==> config.mk <==
export PLATFORM = sky130hd
export DESIGN_NAME = matmul_seq
export DESIGN_NICKNAME = d
export VERILOG_FILES = /design/src/rtl/matmul_seq.sv
export SDC_FILE = /design/constraint.sdc
export NUM_CORES = 1
export LEC_CHECK = 0
export BUFFER_PORTS_ARGS = -buffer_cell sky130_fd_sc_hd__buf_2
export CORE_ASPECT_RATIO = 1.75
export CORE_UTILIZATION = 42
export CTS_BUF_LIST = sky130_fd_sc_hd__clkbuf_8
export DETAILED_ROUTE_END_ITERATION = 8
export GPL_TIMING_DRIVEN = 0
export MAX_ROUTING_LAYER = met4
export PLACE_DENSITY = 0.69
export SLEW_MARGIN = 0
export SYNTH_ARGS = -nofsm -noshare
export SYNTH_HDL_FRONTEND = slang
export SYNTH_SLANG_ARGS = --single-unit
==> constraint.sdc <==
create_clock -name clk -period 9.9 [get_ports clk]
set_input_delay 1.98 -clock clk [delete_from_list [all_inputs] [get_ports clk]]
set_output_delay 1.98 -clock clk [all_outputs]
set_load 0.02 [all_outputs]
==> src/rtl/matmul_seq.sv <==
// Sequencer for C = A x B: walks (i,j) row-major with k innermost, drives A/B reads,
// accumulates with one signed MAC and writes each finished C element.
module matmul_seq #(
   parameter int DATA_WIDTH = 16,
   parameter int MAX_DIM    = 32,
   parameter int ACC_WIDTH  = 38,
   parameter int IDX_W      = $clog2(MAX_DIM),
   parameter int DIM_W      = $clog2(MAX_DIM + 1)
) (
   input  logic                         clk,
   input  logic                         reset,
   input  logic                         start,
   input  logic        [DIM_W-1:0]      cfg_rows,
   input  logic        [DIM_W-1:0]      cfg_inner_a,
   input  logic        [DIM_W-1:0]      cfg_inner_b,
   input  logic        [DIM_W-1:0]      cfg_cols,
   output logic                         a_rd_en,
   output logic        [IDX_W-1:0]      a_rd_row,
   output logic        [IDX_W-1:0]      a_rd_col,
   input  logic signed [DATA_WIDTH-1:0] a_rd_data,
   output logic                         b_rd_en,
   output logic        [IDX_W-1:0]      b_rd_row,
   output logic        [IDX_W-1:0]      b_rd_col,
   input  logic signed [DATA_WIDTH-1:0] b_rd_data,
   output logic                         c_wr_en,
   output logic        [IDX_W-1:0]      c_wr_row,
   output logic        [IDX_W-1:0]      c_wr_col,
   output logic signed [DATA_WIDTH-1:0] c_wr_data,
   output logic                         busy,
   output logic                         done,
   output logic                         err
);
   localparam int               PROD_W = 2 * DATA_WIDTH;
   localparam logic [DIM_W-1:0] MAX_D  = DIM_W'(MAX_DIM);

   typedef enum logic [1:0] {IDLE, RUN, DRAIN, FIN} state_t;
   state_t state, state_nxt;

   logic [DIM_W-1:0] n_q, m_q, q_q;
   logic [IDX_W-1:0] i_q, j_q, k_q;
   logic             err_q, drain_q;
   logic             cfg_bad, cfg_empty;
   logic             k_wrap, j_wrap, i_wrap, last_read, rd_en;

   logic                         vld_p0, first_p0, last_p0;
   logic        [IDX_W-1:0]      row_p0, col_p0;
   logic signed [PROD_W-1:0]     prod_p0;
   logic signed [ACC_WIDTH-1:0]  sum_p0, acc_p1;

   function automatic logic signed [ACC_WIDTH-1:0] sext_prod(input logic signed [PROD_W-1:0] p);
      return {{(ACC_WIDTH - PROD_W){p[PROD_W-1]}}, p};
   endfunction

   // Two's-complement wrap of the exact sum; no saturation.
   function automatic logic signed [DATA_WIDTH-1:0] wrap_acc(input logic signed [ACC_WIDTH-1:0] s);
      return s[DATA_WIDTH-1:0];
   endfunction

   assign cfg_bad   = (cfg_inner_a != cfg_inner_b) || (cfg_rows > MAX_D) ||
                      (cfg_inner_a > MAX_D) || (cfg_inner_b > MAX_D) || (cfg_cols > MAX_D);
   assign cfg_empty = (cfg_rows == '0) || (cfg_inner_a == '0) || (cfg_cols == '0);

   assign k_wrap    = (DIM_W'(k_q) == m_q - DIM_W'(1));
   assign j_wrap    = (DIM_W'(j_q) == q_q - DIM_W'(1));
   assign i_wrap    = (DIM_W'(i_q) == n_q - DIM_W'(1));
   assign last_read = k_wrap && j_wrap && i_wrap;

   always_ff @(posedge clk) begin
      if (reset) state <= IDLE;
      else       state <= state_nxt;
   end

   always_comb begin
      state_nxt = state;
      rd_en     = 1'b0;
      busy      = 1'b0;
      done      = 1'b0;
      err       = 1'b0;
      case (state)
         IDLE: begin
            if (start) begin
               if (cfg_bad || cfg_empty) state_nxt = FIN;
               else                      state_nxt = RUN;
            end
         end
         RUN: begin
            rd_en = 1'b1;
            busy  = 1'b1;
            if (last_read) state_nxt = DRAIN;
         end
         DRAIN: begin
            busy = 1'b1;
            if (drain_q) state_nxt = FIN;
         end
         FIN: begin
            done      = 1'b1;
            err       = err_q;
            state_nxt = IDLE;
         end
         default: state_nxt = IDLE;
      endcase
   end

   assign a_rd_en  = rd_en;
   assign b_rd_en  = rd_en;
   assign a_rd_row = rd_en ? i_q : '0;
   assign a_rd_col = rd_en ? k_q : '0;
   assign b_rd_row = rd_en ? k_q : '0;
   assign b_rd_col = rd_en ? j_q : '0;

   // Command latch and (i,j,k) walk; drain_q marks the second DRAIN cycle.
   always_ff @(posedge clk) begin
      if (reset) begin
         n_q     <= '0;
         m_q     <= '0;
         q_q     <= '0;
         i_q     <= '0;
         j_q     <= '0;
         k_q     <= '0;
         err_q   <= 1'b0;
         drain_q <= 1'b0;
      end else begin
         drain_q <= (state == DRAIN);
         if (state == IDLE && start) begin
            n_q   <= cfg_rows;
            m_q   <= cfg_inner_a;
            q_q   <= cfg_cols;
            err_q <= cfg_bad;
            i_q   <= '0;
            j_q   <= '0;
            k_q   <= '0;
         end else if (rd_en) begin
            if (k_wrap) begin
               k_q <= '0;
               if (j_wrap) begin
                  j_q <= '0;
                  i_q <= i_q + 1'b1;
               end else begin
                  j_q <= j_q + 1'b1;
               end
            end else begin
               k_q <= k_q + 1'b1;
            end
         end
      end
   end

   assign prod_p0 = a_rd_data * b_rd_data;
   assign sum_p0  = first_p0 ? sext_prod(prod_p0) : acc_p1 + sext_prod(prod_p0);

   // p0: read tags aligned with returning operand data
   always_ff @(posedge clk) begin
      if (reset) begin
         vld_p0   <= 1'b0;
         first_p0 <= 1'b0;
         last_p0  <= 1'b0;
         row_p0   <= '0;
         col_p0   <= '0;
      end else begin
         vld_p0   <= rd_en;
         first_p0 <= (k_q == '0);
         last_p0  <= k_wrap;
         row_p0   <= i_q;
         col_p0   <= j_q;
      end
   end

   // p1: accumulate and register the finished element
   always_ff @(posedge clk) begin
      if (reset) begin
         acc_p1    <= '0;
         c_wr_en   <= 1'b0;
         c_wr_row  <= '0;
         c_wr_col  <= '0;
         c_wr_data <= '0;
      end else begin
         c_wr_en <= vld_p0 && last_p0;
         if (vld_p0) acc_p1 <= sum_p0;
         if (vld_p0 && last_p0) begin
            c_wr_row  <= row_p0;
            c_wr_col  <= col_p0;
            c_wr_data <= wrap_acc(sum_p0);
         end
      end
   end

endmodule

Yosys cells after proc, flatten, opt, wreduce, memory -nomap -nowiden
Index checks and enable logic that the tools add are counted.
Operators by class
  add/subtract/negate cells: 7
  $mul: 1
  magnitude comparators: 4
  eq/ne operators: 10
  multiplexer cells: 15
  reduce and logical (&&, ||, !) cells: 21
Operator list (number)
  38-bit by 32-bit adder with 38-bit output: 1
  38-bit 2-to-1 mux: 1
  16-bit by 16-bit multiplier with 32-bit output: 1
  5-bit 2-to-1 mux: 5
  6-bit > comparator, second input constant: 4
  5-bit by 6-bit equality test with 1-bit output: 3
  6-bit logical NOT: 3
  6-bit by 1-bit subtractor with 6-bit output, second input constant: 3
  5-bit by 1-bit adder with 5-bit output, second input constant: 3
  2-bit 2-to-1 mux: 4
  2-bit case mux with 4 select lines: 1
  1-bit logical OR: 7
  2-bit != test, second input constant: 3
  6-bit != test: 1
  3-bit AND reduction: 2
  5-bit logical NOT: 1
  2-bit equality test, second input constant: 2
  1-bit logical AND: 4
  1-bit 2-to-1 mux: 4
  2-bit OR reduction: 2
  2-bit by 1-bit equality test with 1-bit output, second input constant: 1
  2-bit logical NOT: 1
  2-bit AND reduction: 1
Word-level totals
  register bits: 115
  input port bits: 59
  logic and storage cells: 77

Longest topological paths before layout
Gate-level depths: netlist of the first run.
  depth after elaboration: 9
  gate-level depth with buffers: 31
  mapped depth without buffers: 30

Least setup slack after synthesis of the first run
Ideal clock, no wire load.
  path type: input port to flip-flop
  start: input port a_rd_data[5]
  end: register acc_p1[15]
  arrival time: 7.928 ns
  required time: 9.814 ns
  slack: 1.886 ns
  cell stages on the path: 25
  path buffers: 2
  cells stage by stage: clkbuf_1 -> and2_1 -> fa_1 -> inv_1 -> fa_1 -> fa_1 -> fa_1 -> inv_1 -> fa_1 -> inv_1 -> fa_1 -> inv_1 -> ha_1 -> buf_1 -> nand4_1 -> o21ai_0 -> o31ai_1 -> xnor2_1 -> ha_1 -> a21oi_1 -> xnor2_1 -> nor2_1 -> a211oi_1 -> xnor3_1 -> a211oi_1
Between the ends
  longest elaborated chain between the ends: 3
Ends and longest elaborated chain
  start: declaration: RTL line 20  | input logic signed [DATA_WIDTH-1:0] a_rd_data,
  16-bit by 16-bit multiplier with 32-bit output (*): RTL line 148  | assign prod_p0 = a_rd_data * b_rd_data;
  38-bit by 32-bit adder with 38-bit output: RTL line 149  | assign sum_p0 = first_p0 ? sext_prod(prod_p0) : acc_p1 + sext_prod(prod_p0);
  38-bit 2-to-1 mux (*): RTL line 149
  end signal: assignment: RTL line 178  | if (vld_p0) acc_p1 <= sum_p0;
  end: declaration: RTL line 48  | logic signed [ACC_WIDTH-1:0] sum_p0, acc_p1;
Mark *: on every way between the ends. The rest lies on a longest branch, timed or not.
A chain may end at the register's enable or synchronous reset.

Worst setup path after layout of the first run
  start: input port b_rd_data[3]
  end: register acc_p1[15]
Between the ends
  longest elaborated chain between the ends: 3
Ends and longest elaborated chain
  start: declaration: RTL line 24  | input logic signed [DATA_WIDTH-1:0] b_rd_data,
  16-bit by 16-bit multiplier with 32-bit output (*): RTL line 148
  38-bit by 32-bit adder with 38-bit output: RTL line 149
  38-bit 2-to-1 mux (*): RTL line 149
Marked as above.

==> summary.txt, run 1 <==
syn nets - 1284
final-report hold violation count - 0
worst-skew pair later-pin latency - 0.37 ns
fin util - 47.9%
Internal - 0.00158 W
CTS tree - done
Site Rows - 70
Fmax - 0.116 GHz
via density per instance - 5.18
flops & latches, synth - 93
H-Tree Depth - 3
post-DP HPWL - 19100 um
Mapped Area - 0.00894 mm^2
die width - 112 um
crit end category - flip-flop
Sequential Power Share - 14.2%
initial antenna violation count - 0
via count - 7397
postcts setup bufs - 0
Avg Cell Area, Syn - 8.46 um^2
Die ar. - 0.0219 mm^2
Critical Path RT - 10.19 ns
worst path arrival time - 8.94 ns
ys flop type - dfxtp_1
min-delay worst type - flip-flop to flip-flop
count of different cell masters after synthesis - 56
Avg WL per Cell - 15.7 um
leakage power total - 4.72 nW
CTS Buffer Depth - 2
synthesized instance count - 1056
gr busiest metal - met2
Total GRT Usage - 22.0%
period utilization - 87.4%
Switching Share - 49.6%
largest net degree at the start of global routing - 17
Routed WL - 22400 um
CP max FO - 10
worst setup margin - 1.25 ns
power share of the combinational group - 77.4%
failing checks - design-rule violations
pre-CTS setup slack - 0.953 ns
grt met2 use - 45.7%
register area share after synthesis - 20.8%
I/O pin total - 111
antenna cells - 0
Post-synth EDFFs - 0
PnR Total Power - 0.00314 W
# nets final - 1400
met1 usage - 19.6%
Hold Buf Count CTS - 0
Rel. slew slack - 52.6%
met3 Use GR - 2.21%
final setup vio count - 0
Syn. warnings - 0
Tightest Pin Transition - 0.708 ns
global-route wire length before repair - 37000 um
Worst R2R Start - acc_p1[0]
PostCTS Resize Cnt - 0
HP Start - col_p0[3]
Clk pwr share - 8.4%
DIE HEIGHT - 195 um
CTS Root Cell - clkbuf_8
max-cap viol count - 0
Worst-path clk slew - 0.10 ns
fin crit period - 8.65 ns
routability cong. - 0.920
First-pass DRT Iterations - 7
DR iter-0 viols - 277
CTS Buf Count - 9
core area - 0.0208 mm^2
# DRC - 6
Psw - 0.00156 W
Crit Path Class - input pin to flip-flop
CP Launch Type - input pin
beginning of the critical path - b_rd_data[3]
Non-Filler Instances - 1429
grt ovf - 0
share of post-route cells with drive strength above 1 - 12.1%
RSZ-0062 raised after global routing - no
Async SR Flop Fraction - 0%
IO buf count - 105
status - finished, violations left
Final Slew Violations - 0
pwr/cell area - 314 mW/mm^2
Routed Antenna Nets - 0
Peak supply drop - 0.000274 V
Worst Skew - 0.0119 ns
clock sink count - 93
number of global-route vias before repair - 7910
Initial Util - 42.9%
setup_tns - 0 ns
Synth-to-Final Area Change - 11.7%
placed insts - 1413
## layer usage
metal / vias to the layer above / wire length, um
met4: 0 / 702
li1: 3616 / -
met2: 155 / 13300
met1: 3578 / 7720
met5: - / 0
met3: 48 / 731
## final cells by class
cell class | instances | area (um^2)
sequential | 93 | 1860
tap | 252 | 315
fill | 2078 | 10900
timing repair buffer | 105 | 526
buffer | 48 | 211
clock inverter | 6 | 71.3
clock buffer | 10 | 138
multi-input combinational | 768 | 6310
inverter | 147 | 552
## logic make-up after synthesis
family	synth area share, %
AO/OA/AOI/OAI	11.5
buffers and inverters	8.54
flip-flops	20.8
AND/OR/NAND/NOR	18.9
multiplexers	1.02
adder cells (fa/ha/maj)	30.4
XOR/XNOR	8.88
## final timing paths
check        slack (ns)          end  cells past startpoint
max                1.25   acc_p1[15]                     25
min                0.44  c_wr_col[3]                      2
max reg2reg        7.03   acc_p1[12]                     10
min reg2reg        0.44  c_wr_col[3]                      2
## registers in the layout, indices dropped and copies added (netlist names), 2 cells and up
signal	cells
col_p0	5
c_wr_col	5
i_q	5
acc_p1	16
row_p0	5
m_q	6
q_q	6
c_wr_row	5
n_q	6
k_q	5
j_q	5
state	2
c_wr_data	16
## cell usage after synthesis (7+ instances only)
cell type,instances,area share (%)
a21o_1,11,0.92
and2_1,85,6.0
nor2b_1,15,1.1
nor2_1,72,3.0
nor3_1,11,0.62
o21ai_0,29,1.6
a22o_1,9,0.88
xnor2_1,56,5.5
a21oi_1,39,2.2
ha_1,89,12
buf_4,7,0.59
inv_1,147,6.2
nand2_1,128,5.4
mux2i_1,8,0.90
clkbuf_1,35,1.5
a211oi_1,25,2.1
dfxtp_1,93,21
xor2_1,32,3.1
nand4_1,8,0.56
fa_1,80,18
## critical path: stages
cell	delay, ns
buf_2	0.12
clkbuf_1	0.47
nand2_1	0.16
fa_1	0.57
fa_1	0.44
fa_1	0.50
fa_1	0.54
inv_1	0.07
fa_1	0.54
inv_1	0.06
fa_1	0.54
inv_1	0.04
ha_1	0.26
buf_1	0.24
nand4_1	0.13
o21ai_0	0.32
o31ai_1	0.14
xnor2_1	0.26
ha_1	0.32
a21oi_1	0.24
xnor2_1	0.14
nor2_1	0.05
a211oi_1	0.26
xnor3_1	0.29
a211oi_1	0.23
## power by group through the flow
| stage | logic [W] | registers (W) | clock network [W] |
|---|---|---|---|
| final | 0.00243 | 0.000444 | 0.000265 |
| after global routing | 0.00274 | 0.000449 | 0.000285 |
| after CTS | 0.00245 | 0.000444 | 0.000271 |
| after detailed placement | 0.00242 | 0.000452 | 0 |
| after global placement | 0.00238 | 0.000451 | 0 |
| after floorplan | 0.00188 | 0.000443 | 0 |
## cells in the final DEF (no fill, tap or decap), types with 3 or more instances in the layout
| master | count |
|---|---|
| inv_1 | 147 |
| nand2_1 | 128 |
| buf_2 | 107 |
| dfxtp_1 | 93 |
| ha_1 | 89 |
| and2_1 | 85 |
| fa_1 | 80 |
| nor2_1 | 72 |
| xnor2_1 | 56 |
| a21oi_1 | 39 |
| clkbuf_1 | 35 |
| xor2_1 | 32 |
| o21ai_0 | 29 |
| a211oi_1 | 25 |
| nor2b_1 | 15 |
| a21o_1 | 11 |
| nor3_1 | 11 |
| clkbuf_8 | 10 |
| a22o_1 | 9 |
| nand4_1 | 8 |
| mux2i_1 | 8 |
| buf_4 | 7 |
| o21a_1 | 5 |
| o21bai_1 | 5 |
| nand2b_1 | 5 |
| o31ai_1 | 5 |
| nand3_1 | 5 |
| a311oi_1 | 5 |
| a31oi_1 | 3 |
| and2_2 | 3 |
| a221o_1 | 3 |
## stage by stage
step / instance area (um^2) / hold WS (ns)
2_1_floorplan: 8940 / 0.417
3_3_place_gp: 9780 / 0.419
3_5_place_dp: 9780 / 0.425
4_1_cts: 9990 / 0.436
5_1_grt: 9990 / 0.463
6_report: 9990 / 0.436
Power figures use the tool's default switching activity.
==> inputs of run 2 (changes only) <==
--- a/config.mk
+++ b/config.mk
@@ -10,7 +10,6 @@
 export CORE_UTILIZATION = 42
 export CTS_BUF_LIST = sky130_fd_sc_hd__clkbuf_8
 export DETAILED_ROUTE_END_ITERATION = 8
-export GPL_TIMING_DRIVEN = 0
 export MAX_ROUTING_LAYER = met4
 export PLACE_DENSITY = 0.69
 export SLEW_MARGIN = 0
==> run 2 against run 1 <==
Compared with the run above:
- register-to-register slack worse by 0.06 ns
- worst setup slack improved by 0.55 ns
- wire length down 8.3%
- clock power about the same
- first-iteration DRC count up 25%
- final area down 1.7%
- sequential share of layout area rose by 0.32 points
- critical endpoint unchanged
- clock skew down 0.0025 ns
- core utilization fell by 0.81 points
- the flow still finishes with violations (design-rule violations)
- global-route usage down 1.4 points
==> summary.txt, run 2 (same netlist as run 1, synthesis figures left out) <==
via count - 7051 (was 7397)
most frequent cells in the layout - 147 x inv_1, 128 x nand2_1, 110 x buf_2, 93 x dfxtp_1, 89 x ha_1 (was 147 x inv_1, 128 x nand2_1, 107 x buf_2, 93 x dfxtp_1, 89 x ha_1)
fin crit period - 8.10 ns (was 8.65 ns)
Critical Path RT - 10.18 ns (was 10.19 ns)
Synth-to-Final Area Change - 9.86% (was 11.7%)
pwr/cell area - 318 mW/mm^2 (was 314 mW/mm^2)
DR iter-0 viols - 346 (was 277)
Crit path top cell by count - inv_1 (was fa_1)
Crit Path Class - input pin to flip-flop (unchanged)
die width - 112 um (unchanged)
r2r worst-path depth - 10 (unchanged)
CTS tree - done (unchanged)
Hold Buf Count CTS - 0 (unchanged)
CP Launch Type - input pin (unchanged)
Crit path max-delay family - adder cells (unchanged)
final setup vio count - 0 (unchanged)
Avg WL per Cell - 14.8 um (was 15.7 um)
crit end category - flip-flop (unchanged)
via density per instance - 5.08 (was 5.18)
setup_tns - 0 ns (unchanged)
Peak supply drop - 0.000278 V (was 0.000274 V)
Rel. slew slack - 22.0% (was 52.6%)
post-DP HPWL - 17100 um (was 19100 um)
Total GRT Usage - 20.6% (was 22.0%)
CTS Buf Count - 9 (unchanged)
Routed Antenna Nets - 0 (unchanged)
antenna cells - 0 (unchanged)
CTS Root Cell - clkbuf_8 (unchanged)
First-pass DRT Iterations - 6 (was 7)
most common cell after layout, fill and taps aside - inv_1 (unchanged)
beginning of the critical path - b_rd_data[3] (unchanged)
FF-to-FF setup slack - 6.97 ns (was 7.03 ns)
grt ovf - 0 (unchanged)
critical path depth in cells - 30 (was 25)
critical path buffer and inverter count - 7 (was 6)
final-report hold violation count - 0 (unchanged)
worst-skew pair later-pin latency - 0.36 ns (was 0.37 ns)
PostCTS Resize Cnt - 0 (unchanged)
DIE HEIGHT - 195 um (unchanged)
Critical R2R Capture - c_wr_data[12] (was acc_p1[12])
IO buf count - 110 (was 105)
I/O pin total - 111 (unchanged)
Worst path slowest cell - fa_1 (unchanged)
H-Tree Depth - 3 (unchanged)
period utilization - 81.8% (was 87.4%)
biggest registers after layout - acc_p1: 16 flops, c_wr_data: 16 flops (unchanged)
share of post-route cells with drive strength above 1 - 12.3% (was 12.1%)
Worst Skew - 0.00937 ns (was 0.0119 ns)
RSZ-0062 raised after global routing - no (unchanged)
failing checks - design-rule violations (unchanged)
global-route wire length before repair - 35200 um (was 37000 um)
max-cap viol count - 0 (unchanged)
Initial Util - 42.9% (unchanged)
fin util - 47.1% (was 47.9%)
CP peak stage delay - 0.54 ns (was 0.57 ns)
Final Slew Violations - 0 (unchanged)
largest net degree at the start of global routing - 62 (was 17)
Tightest Pin Transition - 1.17 ns (was 0.708 ns)
routability cong. - 0.857 (was 0.920)
Die ar. - 0.0219 mm^2 (unchanged)
CTS Buffer Depth - 2 (unchanged)
number of global-route vias before repair - 7383 (was 7910)
core area - 0.0208 mm^2 (unchanged)
# DRC - 6 (unchanged)
Site Rows - 70 (unchanged)
CP max FO - 13 (was 10)
worst path arrival time - 8.38 ns (was 8.94 ns)
Routed WL - 20600 um (was 22400 um)
Worst R2R Start - acc_p1[0] (unchanged)
Worst-path clk slew - 0.10 ns (about the same)
placed insts - 1373 (was 1413)
clock sink count - 93 (unchanged)
initial antenna violation count - 0 (unchanged)
Fmax - 0.123 GHz (was 0.116 GHz)
crit path capture - acc_p1[15] (unchanged)
Non-Filler Instances - 1389 (was 1429)
leakage power total - 4.66 nW (was 4.72 nW)
min-delay worst type - flip-flop to flip-flop (unchanged)
# nets final - 1360 (was 1400)
fillers - 2086 (was 2078)
status - finished, violations left (unchanged)
postcts setup bufs - 0 (unchanged)
## run 2: routing by layer
metal	up-vias	share of wire, %	GRT usage, %
met3	38	3.8	2.49
met4	0	4.2	9.93
met1	3329	37	20.9
met2	149	55	38.8
met5	-	0	-
li1	3535	-	-
## run 2: area by class of cell
type | count | area, um^2 | share of cell area, %
Tap cell | 252 | 315 | 3.21
Multi-Input combinational cell | 768 | 6310 | 64.3
Clock inverter | 7 | 80.1 | 0.816
Clock buffer | 9 | 124 | 1.26
Sequential cell | 93 | 1860 | 19.0
Inverter | 147 | 552 | 5.62
Timing Repair Buffer | 113 | 573 | 5.84
## run 2: worst min path at each step
stage / endpoint / depth (start not counted) / start / slack [ns]
after CTS: c_wr_row[0] / 2 / row_p0[0] / 0.43
after floorplan: err_q / 2 / err_q / 0.42
after detailed placement: c_wr_col[1] / 2 / col_p0[1] / 0.43
after global routing: c_wr_row[1] / 2 / row_p0[1] / 0.46
final: c_wr_row[0] / 2 / row_p0[0] / 0.43
after global placement: c_wr_row[2] / 2 / row_p0[2] / 0.42
## run 2: worst register-to-register path, cell delays in order, from the launching register on
cell and delay [ns]:
dfxtp_1 0.32, ha_1 0.24, fa_1 0.42, a21o_1 0.18, a21oi_1 0.28, o21ai_0 0.22
a31oi_1 0.42, o21ai_0 0.21, xor2_1 0.17, mux2i_1 0.24, a211oi_1 0.11
## run 2: where the power goes
group | leakage [nW] | total, W | switching [W] | internal, W
Sequential | 0.754 | 0.000448 | 0.0000363 | 0.000412
Clock | 0.103 | 0.000264 | 0.000143 | 0.000121
Combinational | 3.81 | 0.00241 | 0.00137 | 0.00103
Total | 4.66 | 0.00312 | 0.00155 | 0.00157
## run 2: per-stage QoR
step           power, W  hold slack (ns)  area [um^2]  worst slack, ns
2_1_floorplan   0.00232            0.417         8940             1.89
3_3_place_gp    0.00282            0.420         9610             1.55
5_1_grt         0.00346            0.463         9820             1.40
4_1_cts         0.00315            0.435         9820             1.77
6_report        0.00312            0.426         9820             1.80
3_5_place_dp    0.00287            0.429         9610             1.41
